$ cat src/rtl/sc_level_transition_seq_pkg.sv
// Shared definitions for the level-transition sequencer and the row-register array:
// sequencer states, array geometry and the per-row level pattern rotation.
package sc_level_transition_seq_pkg;

   typedef enum logic [1:0] {
      ST_IDLE = 2'd0,
      ST_WIPE = 2'd1,
      ST_FILL = 2'd2,
      ST_DONE = 2'd3
   } seqState_t;

   localparam int SC_NUM_ROWS      = 8;
   localparam int SC_DATAWIDTH     = 8;
   localparam int SC_MAX_DATAWIDTH = 32;

   // Rotate the low 'width' bits of base left by (amount mod width); width must be 1..32.
   function automatic logic [31:0] rotlPattern(input logic [31:0] base,
                                               input int unsigned width,
                                               input int unsigned amount);
      logic [63:0]  shifted;
      logic [31:0]  mask;
      int unsigned  sh;
      mask    = (width >= 32) ? 32'hFFFF_FFFF : ((32'd1 << width) - 32'd1);
      sh      = amount % width;
      shifted = {32'd0, base & mask} << sh;
      return (shifted[31:0] | 32'(shifted >> width)) & mask;
   endfunction

endpackage

$ cat src/rtl/sc_step_timer.sv
// Modulo-STEP_TICKS cycle counter; tick is high on the last count of each step period.
module sc_step_timer #(
   parameter int STEP_TICKS = 12_500_000
) (
   input  logic SC_StepTimer_CLOCK_50,
   input  logic SC_StepTimer_RESET_InLow,
   input  logic SC_StepTimer_restart_InHigh,
   output logic SC_StepTimer_tick_Out
);

   localparam int CNT_W = $clog2(STEP_TICKS);
   localparam logic [CNT_W-1:0] LAST_COUNT = CNT_W'(STEP_TICKS - 1);

   logic [CNT_W-1:0] stepCount_p0;

   always_ff @(posedge SC_StepTimer_CLOCK_50 or negedge SC_StepTimer_RESET_InLow) begin
      if (!SC_StepTimer_RESET_InLow) begin
         stepCount_p0 <= '0;
      end else if (SC_StepTimer_restart_InHigh || (stepCount_p0 == LAST_COUNT)) begin
         stepCount_p0 <= '0;
      end else begin
         stepCount_p0 <= stepCount_p0 + 1'b1;
      end
   end

   assign SC_StepTimer_tick_Out = (stepCount_p0 == LAST_COUNT);

endmodule

$ cat src/rtl/sc_level_transition_seq.sv
// Level-up sequencer: wipes every background row to zero, then fills each row with the
// new level's rotated pattern, one row strobe per step period, holding busy meanwhile.
module sc_level_transition_seq
   import sc_level_transition_seq_pkg::*;
#(
   parameter int NUM_ROWS   = SC_NUM_ROWS,
   parameter int DATAWIDTH  = SC_DATAWIDTH,
   parameter int STEP_TICKS = 12_500_000,
   parameter logic [DATAWIDTH-1:0] DATA_FIXED_NIVEL_1 = DATAWIDTH'(8'b00110011),
   parameter logic [DATAWIDTH-1:0] DATA_FIXED_NIVEL_2 = DATAWIDTH'(8'b01100110),
   parameter logic [DATAWIDTH-1:0] DATA_FIXED_NIVEL_3 = DATAWIDTH'(8'b11001100),
   parameter logic [DATAWIDTH-1:0] DATA_FIXED_NIVEL_4 = DATAWIDTH'(8'b10011001)
) (
   input  logic                 SC_LevelTransitionSeq_CLOCK_50,
   input  logic                 SC_LevelTransitionSeq_RESET_InLow,
   input  logic                 SC_LevelTransitionSeq_start_InLow,
   input  logic [1:0]           SC_LevelTransitionSeq_level_InBUS,
   output logic [NUM_ROWS-1:0]  SC_LevelTransitionSeq_transition_OutBUS,
   output logic [DATAWIDTH-1:0] SC_LevelTransitionSeq_transitionDATA_OutBUS,
   output logic                 SC_LevelTransitionSeq_busy_Out,
   output logic                 SC_LevelTransitionSeq_done_Out
);

   localparam int ROW_W = (NUM_ROWS > 1) ? $clog2(NUM_ROWS) : 1;
   localparam logic [ROW_W-1:0] LAST_ROW = ROW_W'(NUM_ROWS - 1);

   seqState_t         stateReg, stateNext;
   logic [ROW_W-1:0]  rowIdx_p0, rowNext;
   logic [1:0]        levelReg_p0, levelNext;
   logic              startPrev_p0;

   logic [NUM_ROWS-1:0]  transNext;
   logic [DATAWIDTH-1:0] dataNext;
   logic [DATAWIDTH-1:0] baseNext;
   logic                 busyNext;
   logic                 doneNext;
   logic                 strobeNext;
   logic                 fillNext;
   logic                 startFall;
   logic                 timerRestart;
   logic                 stepTick;

   sc_step_timer #(
      .STEP_TICKS (STEP_TICKS)
   ) u_stepTimer (
      .SC_StepTimer_CLOCK_50       (SC_LevelTransitionSeq_CLOCK_50),
      .SC_StepTimer_RESET_InLow    (SC_LevelTransitionSeq_RESET_InLow),
      .SC_StepTimer_restart_InHigh (timerRestart),
      .SC_StepTimer_tick_Out       (stepTick)
   );

   assign startFall    = startPrev_p0 && !SC_LevelTransitionSeq_start_InLow;
   // Holding the timer cleared outside the passes puts count 0 on every strobe cycle.
   assign timerRestart = (stateReg == ST_IDLE) || (stateReg == ST_DONE);

   always_comb begin
      stateNext  = stateReg;
      rowNext    = rowIdx_p0;
      levelNext  = levelReg_p0;
      busyNext   = 1'b0;
      doneNext   = 1'b0;
      strobeNext = 1'b0;
      fillNext   = 1'b0;

      unique case (stateReg)
         ST_IDLE: begin
            if (startFall) begin
               levelNext  = SC_LevelTransitionSeq_level_InBUS;
               rowNext    = '0;
               stateNext  = ST_WIPE;
               busyNext   = 1'b1;
               strobeNext = 1'b1;
            end
         end
         ST_WIPE: begin
            busyNext = 1'b1;
            if (stepTick) begin
               strobeNext = 1'b1;
               if (rowIdx_p0 == LAST_ROW) begin
                  stateNext = ST_FILL;
                  rowNext   = '0;
                  fillNext  = 1'b1;
               end else begin
                  rowNext = rowIdx_p0 + 1'b1;
               end
            end
         end
         ST_FILL: begin
            busyNext = 1'b1;
            if (stepTick) begin
               if (rowIdx_p0 == LAST_ROW) begin
                  stateNext = ST_DONE;
                  doneNext  = 1'b1;
               end else begin
                  rowNext    = rowIdx_p0 + 1'b1;
                  strobeNext = 1'b1;
                  fillNext   = 1'b1;
               end
            end
         end
         ST_DONE: begin
            stateNext = ST_IDLE;
         end
         default: begin
            stateNext = ST_IDLE;
         end
      endcase
   end

   always_comb begin
      unique case (levelNext)
         2'd0:    baseNext = DATA_FIXED_NIVEL_1;
         2'd1:    baseNext = DATA_FIXED_NIVEL_2;
         2'd2:    baseNext = DATA_FIXED_NIVEL_3;
         default: baseNext = DATA_FIXED_NIVEL_4;
      endcase
   end

   always_comb begin
      transNext = '0;
      dataNext  = '0;
      if (strobeNext) begin
         transNext = NUM_ROWS'(1) << rowNext;
         if (fillNext) begin
            dataNext = DATAWIDTH'(rotlPattern(32'(baseNext), unsigned'(DATAWIDTH), 32'(rowNext)));
         end
      end
   end

   // Registered outputs and control state
   always_ff @(posedge SC_LevelTransitionSeq_CLOCK_50 or negedge SC_LevelTransitionSeq_RESET_InLow) begin
      if (!SC_LevelTransitionSeq_RESET_InLow) begin
         stateReg     <= ST_IDLE;
         rowIdx_p0    <= '0;
         levelReg_p0  <= '0;
         startPrev_p0 <= 1'b0;
         SC_LevelTransitionSeq_transition_OutBUS     <= '0;
         SC_LevelTransitionSeq_transitionDATA_OutBUS <= '0;
         SC_LevelTransitionSeq_busy_Out              <= 1'b0;
         SC_LevelTransitionSeq_done_Out              <= 1'b0;
      end else begin
         stateReg     <= stateNext;
         rowIdx_p0    <= rowNext;
         levelReg_p0  <= levelNext;
         startPrev_p0 <= SC_LevelTransitionSeq_start_InLow;
         SC_LevelTransitionSeq_transition_OutBUS     <= transNext;
         SC_LevelTransitionSeq_transitionDATA_OutBUS <= dataNext;
         SC_LevelTransitionSeq_busy_Out              <= busyNext;
         SC_LevelTransitionSeq_done_Out              <= doneNext;
      end
   end

endmodule

$ cat config.mk
export PLATFORM = sky130hd
export DESIGN_NAME = sc_level_transition_seq
export DESIGN_NICKNAME = d
export VERILOG_FILES = /design/src/rtl/sc_level_transition_seq_pkg.sv /design/src/rtl/sc_step_timer.sv /design/src/rtl/sc_level_transition_seq.sv
export SDC_FILE = /design/constraint.sdc
export NUM_CORES = 1
export LEC_CHECK = 0
export BUFFER_PORTS_ARGS = -buffer_cell sky130_fd_sc_hd__buf_2
export CAP_MARGIN = 20
export CELL_PAD_IN_SITES_DETAIL_PLACEMENT = 1
export CELL_PAD_IN_SITES_GLOBAL_PLACEMENT = 1
export CORE_MARGIN = 5
export CORE_UTILIZATION = 49
export DETAILED_ROUTE_END_ITERATION = 8
export GPL_TIMING_DRIVEN = 0
export PLACE_DENSITY = 0.89
export SLEW_MARGIN = 5
export SYNTH_ARGS = -nofsm -noshare
export SYNTH_HDL_FRONTEND = slang
export SYNTH_SLANG_ARGS = --single-unit
$ cat constraint.sdc
create_clock -name SC_LevelTransitionSeq_CLOCK_50 -period 6.4 [get_ports SC_LevelTransitionSeq_CLOCK_50]
set_clock_uncertainty 0.05 [all_clocks]
set_input_delay 0.96 -clock SC_LevelTransitionSeq_CLOCK_50 [delete_from_list [all_inputs] [get_ports SC_LevelTransitionSeq_CLOCK_50]]
set_output_delay 0.96 -clock SC_LevelTransitionSeq_CLOCK_50 [all_outputs]
set_load 0.03 [all_outputs]
==> run_results.csv <==
group,metric,value,unit
clock_network,cts_sinks,49,
placed_design,dp_slack,3.568,ns
clock_network,cts_setup_buffers,0,
timing,slew_headroom,55.81,%
hold_path,hold-path-endpoint,"u_stepTimer.stepCount_p0[0]",
timing,setup_ws,3.673,ns
clock_network,ctsHoldBuffers,0,
synthesis,async_reset_ff_share,100.0,%
final_layout,drive_gt1_share,16.06,%
floorplanning,rows,25,
hold_path,hp-class,"reg -> reg",
hold_path,worst_hold_path.num_cells,1,
grt,antenna_found_initial,0,
final_layout,layout.cells.non_filler,341,
clock_network,cts_made_buffers,5,
synthesis,syn_area,2407,sq um
power_and_ir_drop,power_frac_comb,35.8,%
detailed_routing,vias_per_cell,5.346,
clock_network,cts-root-buf,"clkbuf_8",
critical_path,cp.required,6.55,ns
run,max_cap_viol_count,0,
detailed_routing,dr.pass1.iters,4,
floorplanning,design.portCount,23,
power_and_ir_drop,p_per_area,311.8,nW/um^2
floorplanning,coreArea,4755,sq um
clock_network,clock_latency,0.31,ns
clock_network,cts.path.max_buffers,2,
floorplanning,chipHeight,80.09,microns
final_layout,final_nets,291,
timing,fin_crit_sh,42.61,%
timing,setup_viol,0,
grt,grt_pass1_wl,9632,microns
clock_network,cts.repair.resized,0,
power_and_ir_drop,p_leak,1.269,nW
final_layout,layout_commonest_cell,"dfrtp_1",
power_and_ir_drop,seq_power_share,41.8,%
timing,hold_viol,0,
critical_path,cp.arrival,2.88,ns
detailed_routing,detail_route.wl_per_cell,16.28,microns
synthesis,synth_cell_type_count,37,
timing,hold_ws,0.4516,ns
placed_design,place_hpwl,4019,microns
synthesis,ys_seq_elements,49,
critical_path,cp-start-kind,"flop",
detailed_routing,drc,0,
detailed_routing,routed-via-count,1823,
timing,finalSetupTns,0,ns
synthesis,ys_seq_area_share,50.94,%
power_and_ir_drop,p_clk_share,22.4,%
floorplanning,fp.dieW,80.09,microns
power_and_ir_drop,power.internal,0.5047,mW
grt,grt_max_degree,50,
status,outcome,"complete, no violations",
hold_path,hp-start,"u_stepTimer.stepCount_p0[0]",
critical_path,critPathCaptureType,"flop",
critical_path,reg2reg_depth,8,
critical_path,r2r_start,"u_stepTimer.stepCount_p0[0]",
timing,grt_setup_unrepaired,"false",
placed_design,routabilityCongestion,0.7657,
timing,tightest_slew,0.6573,ns
final_layout,fin_area,2713,sq um
synthesis,synthFlopType,"dfrtp_1",
floorplanning,initial_core_util,50.63,%
power_and_ir_drop,swShare,40.34,%
detailed_routing,routed_wirelength,5551,microns
detailed_routing,drtIter0Drc,42,
final_layout,seq_area,1226,sq um
timing,slew_violations,0,
clock_network,htreeDepth,2,
power_and_ir_drop,ir_worst_vdd,0.0001745,V
final_layout,synthToLayoutAreaGrowth,12.68,%
placed_design,place_area,2601,sq um
synthesis,synth_edf_count,0,
placed_design,place_inst,332,
grt,gr-total-overflow,0,
detailed_routing,ant_nets,0,
final_layout,diodes,0,
placed_design,portBuffers,22,
timing,layout_min_cycle_time,2.727,ns
critical_path,crit_fanout,8,
critical_path,r2r_slack,3.67,ns
synthesis,avgSynthCellArea,9.907,sq um
clock_network,clkTransAtPathRegs,0.09,ns
critical_path,timing.rr.end,"SC_LevelTransitionSeq_transitionDATA_OutBUS[6]",
synthesis,syn-instance-count,243,
power_and_ir_drop,fin_total_pwr,0.8458,mW
grt,grt_use_total,19.45,%
synthesis,yosysWarnings,0,
clock_network,cts_tree,"done",
grt,grt_pass1_vias,1963,
power_and_ir_drop,power.switching,0.3412,mW
synthesis,syn_nets,261,
floorplanning,die-area,6414,sq um
final_layout,postLayoutCoreUtil,57.05,%
timing,max_freq,366.7,MHz
critical_path,critical_path_class,"reg -> reg",
final_layout,multi_input_area,1090,sq um
final_layout,nFillCells,560,
final_layout,final_cell_mix,"49 x dfrtp_1, 35 x nor2_1, 23 x nand2_1, 23 x buf_2, 18 x inv_1",
-- critical path, stage by stage (launching register included) --
cell     delay, ns
dfrtp_1       0.41
ha_1          0.22
nand4_1       0.34
nor4_2        0.71
o21ai_1       0.26
a21oi_4       0.33
inv_2         0.14
nand2_1       0.10
a21oi_1       0.06
-- metal layers --
layer  vias to the layer above  global-route usage, %  share of wire [%]
met1                       924                  23.62                 42
li1                        874                      -                  -
met3                         5                  3.924                2.6
met2                        20                  34.69                 54
met4                         0                  5.574                1.3
met5                         -                      0                  0
-- power by group through the flow --
stage / clock (mW) / sequential [mW] / combinational (mW)
after floorplan: 0 / 0.364 / 0.210
after global placement: 0 / 0.358 / 0.285
after detailed placement: 0 / 0.360 / 0.300
after CTS: 0.192 / 0.354 / 0.304
after global routing: 0.205 / 0.356 / 0.342
final: 0.189 / 0.354 / 0.303
-- sequential cells by signal, indices dropped and copies added, names as in the netlist --
name and cells:
SC_LevelTransitionSeq_busy_Out 1, SC_LevelTransitionSeq_transition_OutBUS 8, SC_LevelTransitionSeq_transitionDATA_OutBUS 7, u_stepTimer.stepCount_p0 24
SC_LevelTransitionSeq_done_Out 1, rowIdx_p0 3, stateReg 2, levelReg_p0 2
startPrev_p0 1
-- synth_stat cells (2+ instances only) --
cell / n / share of area [%]
nor2_1: 35 / 5.5
mux2i_1: 2 / 0.83
or3_1: 3 / 0.78
nand2_1: 23 / 3.6
o21ai_0: 3 / 0.62
nor3_1: 13 / 2.7
a21oi_2: 2 / 0.73
o21bai_1: 2 / 0.62
a21oi_1: 14 / 2.9
nand3_1: 9 / 1.9
or4_1: 3 / 0.94
inv_1: 18 / 2.8
a2bb2oi_1: 2 / 0.73
and3_1: 2 / 0.52
or2_2: 2 / 0.52
dfrtp_1: 49 / 51
nand4_1: 7 / 1.8
clkbuf_1: 2 / 0.31
ha_1: 13 / 6.8
nor4_2: 2 / 1.0
xnor2_1: 10 / 3.6
xor2_1: 12 / 4.4
-- worst max path at each step --
stage | endpoint | startpoint | slack, ns | depth (start not counted)
detailed placement | SC_LevelTransitionSeq_transitionDATA_OutBUS[4] | SC_LevelTransitionSeq_start_InLow | 3.57 | 10
global route | SC_LevelTransitionSeq_transition_OutBUS[4] | u_stepTimer.stepCount_p0[0] | 3.49 | 7
global placement | SC_LevelTransitionSeq_transitionDATA_OutBUS[4] | SC_LevelTransitionSeq_start_InLow | 3.63 | 10
CTS | SC_LevelTransitionSeq_transitionDATA_OutBUS[4] | rowIdx_p0[0] | 3.66 | 8
finish | SC_LevelTransitionSeq_transitionDATA_OutBUS[6] | u_stepTimer.stepCount_p0[0] | 3.67 | 8
floorplan | SC_LevelTransitionSeq_transitionDATA_OutBUS[0] | SC_LevelTransitionSeq_start_InLow | 3.96 | 8
-- kinds of logic (layout without fill, tap and decap cells) --
| group | count (synthesis) | in the layout | share of synthesized area (%) |
|---|---|---|---|
| xor+xnor | 22 | 22 | 8.004 |
| fa+ha+maj | 13 | 13 | 6.757 |
| mux | 3 | 3 | 1.455 |
| compound gates | 28 | 28 | 7.537 |
| flops | 49 | 49 | 50.94 |
| buf+inv | 23 | 54 | 3.794 |
| simple gates | 105 | 105 | 21.52 |
-- layout make-up --
cell class                      instances  area share [%]
Sequential cell                        49           45.20
Inverter                               19           2.629
Timing Repair Buffer                   23           4.797
Buffer                                  4          0.7380
Clock inverter                          3          0.8303
Multi-Input combinational cell        171           40.18
Tap cell                               67           3.090
Clock buffer                            5           2.537
No activity file was read; power rests on OpenSTA's default activity.
